<file path="config.mk">
export PLATFORM = sky130hd
export DESIGN_NAME = conv1_mem_write
export DESIGN_NICKNAME = d
export VERILOG_FILES = /design/src/rtl/conv1_mem_write.sv
export SDC_FILE = /design/constraint.sdc
export NUM_CORES = 1
export LEC_CHECK = 0
export CELL_PAD_IN_SITES_DETAIL_PLACEMENT = 1
export CELL_PAD_IN_SITES_GLOBAL_PLACEMENT = 2
export CORE_MARGIN = 2
export CORE_UTILIZATION = 33
export CTS_CLUSTER_SIZE = 40
export DETAILED_ROUTE_END_ITERATION = 10
export GPL_TIMING_DRIVEN = 1
export MAX_ROUTING_LAYER = met4
export PLACE_DENSITY_LB_ADDON = 0.1
export SLEW_MARGIN = 20
export SYNTH_ARGS = -nofsm -noshare
export SYNTH_HDL_FRONTEND = slang
export SYNTH_SLANG_ARGS = --single-unit
</file>
<file path="constraint.sdc">
create_clock -name clk -period 4.4 [get_ports clk]
set_input_delay 0.66 -clock clk [delete_from_list [all_inputs] [get_ports clk]]
set_output_delay 0.66 -clock clk [all_outputs]
set_load 0.01 [all_outputs]
</file>
<file path="src/rtl/conv1_mem_write.sv">
// Conv1 output-map write-side address generator: turns the raster-order result
// stream into registered memory writes and flags completion of the 24x24 map.
module conv1_mem_write #(
    parameter int IMG_W  = 24,
    parameter int IMG_H  = 24,
    parameter int ADDR_W = 10,
    parameter int DATA_W = 16
) (
    input  logic              clk,
    input  logic              reset,
    input  logic              enable,
    input  logic              start,
    input  logic              in_valid,
    input  logic [DATA_W-1:0] in_data,
    output logic              in_ready,
    output logic              wr_en,
    output logic [ADDR_W-1:0] wr_addr,
    output logic [DATA_W-1:0] wr_data,
    output logic              done,
    output logic              overflow
);

    localparam int COL_W = (IMG_W > 1) ? $clog2(IMG_W) : 1;
    localparam int ROW_W = (IMG_H > 1) ? $clog2(IMG_H) : 1;
    localparam logic [COL_W-1:0]  COL_LAST = COL_W'(IMG_W - 1);
    localparam logic [ROW_W-1:0]  ROW_LAST = ROW_W'(IMG_H - 1);
    localparam logic [COL_W-1:0]  COL_ONE  = COL_W'(1);
    localparam logic [ROW_W-1:0]  ROW_ONE  = ROW_W'(1);
    localparam logic [ADDR_W-1:0] ADDR_ONE = ADDR_W'(1);

    typedef enum logic [1:0] {IDLE, WRITE, DONE} state_t;

    state_t            state;
    logic [COL_W-1:0]  col;
    logic [ROW_W-1:0]  row;
    logic [ADDR_W-1:0] addr_cnt;
    logic              accept;
    logic              last_beat;

    // Ready depends only on state and enable so upstream can never loop through in_valid.
    assign in_ready  = (state == WRITE) && enable;
    assign accept    = in_valid && in_ready;
    assign last_beat = (col == COL_LAST) && (row == ROW_LAST);

    // NOTE: all state uses non-blocking assignments so every register samples
    // the pre-edge values; blocking here would chain updates within one edge.
    always_ff @(posedge clk or negedge reset) begin
        if (!reset) begin
            state    <= IDLE;
            col      <= '0;
            row      <= '0;
            addr_cnt <= '0;
            wr_en    <= 1'b0;
            wr_addr  <= '0;
            wr_data  <= '0;
            done     <= 1'b0;
            overflow <= 1'b0;
        end else begin
            wr_en <= 1'b0;
            case (state)
                IDLE: begin
                    if (start) begin
                        state    <= WRITE;
                        col      <= '0;
                        row      <= '0;
                        addr_cnt <= '0;
                    end
                end
                WRITE: begin
                    if (accept) begin
                        wr_en   <= 1'b1;
                        wr_addr <= addr_cnt;
                        wr_data <= in_data;
                        // Final pixel: done rises together with its write strobe.
                        if (last_beat) begin
                            state <= DONE;
                            done  <= 1'b1;
                        end else begin
                            addr_cnt <= addr_cnt + ADDR_ONE;
                            if (col == COL_LAST) begin
                                col <= '0;
                                row <= row + ROW_ONE;
                            end else begin
                                col <= col + COL_ONE;
                            end
                        end
                    end
                end
                DONE: begin
                    if (start) begin
                        state    <= WRITE;
                        done     <= 1'b0;
                        overflow <= 1'b0;
                        col      <= '0;
                        row      <= '0;
                        addr_cnt <= '0;
                    end else if (in_valid) begin
                        overflow <= 1'b1;
                    end
                end
                default: state <= IDLE;
            endcase
        end
    end

endmodule
</file>
==> impl_metrics.env <==
export IMPL_path_cells="clkdlybuf4s50_1 > nand4b_1 > buf_4 > inv_2 > o21ai_4 > and2_0 > a211o_1"
export IMPL_busiest_layer="met2"
export IMPL_switching_power_uw=352
export IMPL_status="finished clean"
export IMPL_slew_limit_headroom_pct=54.5
export IMPL_synth_edf_count=0
export IMPL_ir_drop_mv=0.149
export IMPL_ioPinCount=51
export IMPL_area_delta_synth_final_pct=28.3
export IMPL_clkLatencyLatePin_ns=0.31
export IMPL_cts_tree="built"
export IMPL_cts_buffers=5
export IMPL_finalInstanceArea_sq_um=3000
export IMPL_port_buffers=50
export IMPL_power_frac_comb_pct=21.4
export IMPL_antenna_found_initial=0
export IMPL_die_y_um=88.2
export IMPL_syn_num_nets=272
export IMPL_finalNetCount=319
export IMPL_grt_overflow_total=0
export IMPL_cts_root_buf="clkbuf_8"
export IMPL_syn_area_per_cell_sq_um=9.43
export IMPL_die_area_sq_um=7780
export IMPL_rsz0062_at_grt="false"
export IMPL_fin_worst_skew_ns=0.0104
export IMPL_yosysWarnings=0
export IMPL_first_iter_violations=60
export IMPL_min_path_type="in2async"
export IMPL_cts_max_level=2
export IMPL_rrSetupSlack_ns=1.80
export IMPL_path_class="in2reg"
export IMPL_yosys_area_top_type_share_pct=54.6
export IMPL_ys_seq_area_share_pct=54.6
export IMPL_post_cts_resized=0
export IMPL_dpl_hpwl_mm=3.84
export IMPL_hold_violations=0
export IMPL_r2r_cells=6
export IMPL_pwr_density_cell_nw_per_um2=376
export IMPL_maxCapViolations=0
export IMPL_synth_cells=248
export IMPL_avgRoutedWirePerCell_um=15.1
export IMPL_synth_cell_types=42
export IMPL_die_width_um=88.2
export IMPL_cp_start_kind="primary input"
export IMPL_totalWireLength_mm=5.91
export IMPL_dpl_cell_area_sq_um=2910
export IMPL_total_power_mw=1.13
export IMPL_crit_family="buffers and inverters"
export IMPL_synth_seq_cells=51
export IMPL_dpl_cell_count=384
export IMPL_finalCritPeriodShare_pct=63.3
export IMPL_slowest_delay_ns=0.47
export IMPL_setup_viol=0
export IMPL_drive_gt1_share_pct=6.08
export IMPL_grt_first_pass_wirelength_mm=9.68
export IMPL_grt_use_met2_pct=26.2
export IMPL_grtUsageMet1_pct=21.4
export IMPL_n_antenna_cell=0
export IMPL_synth_area_top_cells="dfrtp_1 (55%), nand2_1 (15%), o211ai_1 (1.9%), or4_1 (1.9%), nand3_1 (1.7%)"
export IMPL_power_frac_clock_pct=24.3
export IMPL_post_layout_nonfiller_instances=392
export IMPL_worst_pin_slew_ns=0.682
export IMPL_cp_data_arrival_time_ns=2.98
export IMPL_initial_core_util_pct=34.2
export IMPL_finish_utilization_pct=43.9
export IMPL_clockBufferDepth=2
export IMPL_cts_sinks=51
export IMPL_worstPathRequired_ns=4.59
export IMPL_row_count=30
export IMPL_synthArstFlopShare_pct=100
export IMPL_r2r_end="col[3]"
export IMPL_grt_max_degree=52
export IMPL_grt_pass1_vias=1991
export IMPL_postCtsSetupBuffers=0
export IMPL_clock_fmax_mhz=359
export IMPL_post_route_min_period_ns=2.78
export IMPL_drtAntennaViolNets=0
export IMPL_num_vias=1975
export IMPL_maxSlewViolCount=0
export IMPL_seqPwrFrac_pct=54.3
export IMPL_routabilityCongestion=0.758
export IMPL_internal_power_uw=777
export IMPL_synth_area_sq_um=2340
export IMPL_crit_path_end_kind="flip-flop"
export IMPL_synthFlopType="dfrtp_1"
export IMPL_rr_startpoint="state[1]"
export IMPL_switching_share_pct=31.2
export IMPL_path_max_fanout=30
export IMPL_firstDrtPassIters=4
export IMPL_path_clk_slew_ns=0.09
export IMPL_grtUsageMet3_pct=3.77
export IMPL_cp_buffers_inverters=3
export IMPL_yosys_area_top_type="dfrtp_1"
export IMPL_avgViaCountPerCell=5.04
export IMPL_drc=0
export IMPL_holdBufCountCts=0
export IMPL_crit_path_top_delay_cell="clkdlybuf4s50_1"
export IMPL_core_area_sq_um=6830
export IMPL_p_leak_nw=1.38
export IMPL_setup_tns_ns=0
export IMPL_track_usage_pct=16.6
[placed cells by master, fill, tap and decap left out, types with 2 or more instances in the layout]
cell type / instances
nand2_1: 93
dfrtp_1: 51
clkdlybuf4s50_1: 49
nand3_1: 8
nor4_1: 6
o211ai_1: 6
or4_1: 6
inv_1: 5
o21ai_0: 5
and3_1: 5
a21oi_1: 5
clkbuf_8: 5
a211o_1: 4
o2111ai_1: 4
or2_2: 3
ha_1: 3
buf_4: 3
nand4b_1: 2
nand4_1: 2
a31oi_1: 2
a311o_1: 2
nor2_1: 2
and2_1: 2
mux2i_1: 2
o31ai_1: 2
[sequential cells by signal (all words and copies together) (netlist names)]
signal,flops
wr_addr,10
addr_cnt,10
done,1
overflow,1
row,5
state,2
col,5
wr_data,16
wr_en,1
[cells in the mapped netlist (3+ instances only)]
cell and count:
nand2_1 93, dfrtp_1 51, nand3_1 8, clkbuf_1 7
nor4_1 6, o211ai_1 6, or4_1 6, a21oi_1 5
and3_1 5, inv_1 5, o21ai_0 5, a211o_1 4
o2111ai_1 4, ha_1 3, or2_2 3
[power groups by stage]
stage	Combinational [mW]	Clock [mW]	Sequential [mW]
after global routing	0.274	0.302	0.625
after floorplan	0.107	0	0.620
after CTS	0.247	0.285	0.612
after global placement	0.240	0	0.617
final	0.241	0.275	0.613
after detailed placement	0.245	0	0.622
[final cells by class]
type                    instances  area (sq um)
clock buffers                   6          72.6
clock inverters                 2          12.5
fillers                       811          3830
inverters                       6          22.5
multi-input cells             178           977
flip-flops and latches         51          1280
well taps                      96           120
repair buffers                 53           518
[worst max path at each step]
stage                     startpoint       end  slack (ns)  cells after the start
after floorplan             state[0]  in_ready        2.62                      4
after global placement      in_valid    row[3]        1.29                      7
after detailed placement    in_valid    col[3]        1.24                      7
after CTS                   in_valid    col[3]        1.56                      7
after global routing          enable    row[1]        1.40                      7
final                       in_valid    col[3]        1.62                      7
[stage by stage]
step	setup slack (ns)	hold slack, ns
floorplan	2.62	0.364
global placement	1.29	0.457
detailed placement	1.24	0.464
CTS	1.56	0.489
global route	1.40	0.508
finish	1.62	0.459
[layer usage]
layer  share of wire (%)  vias to the layer above  wire (um)
li1                    -                      956          -
met1                  48                      968       2820
met2                  46                       46       2740
met3                 4.7                        5        275
met4                 1.2                        0         72
met5                   0                        -          0
[cell families after synthesis]
kind of cell               Yosys count  synth area share (%)
and+or+nand+nor                    138                  28.0
DFF                                 51                  54.6
AOI/OAI and AO/OA                   35                  11.3
buffers and inverters               19                  3.64
adders and majority gates            3                  1.61
muxes                                2                 0.856
(Power assumes the default switching activity.)
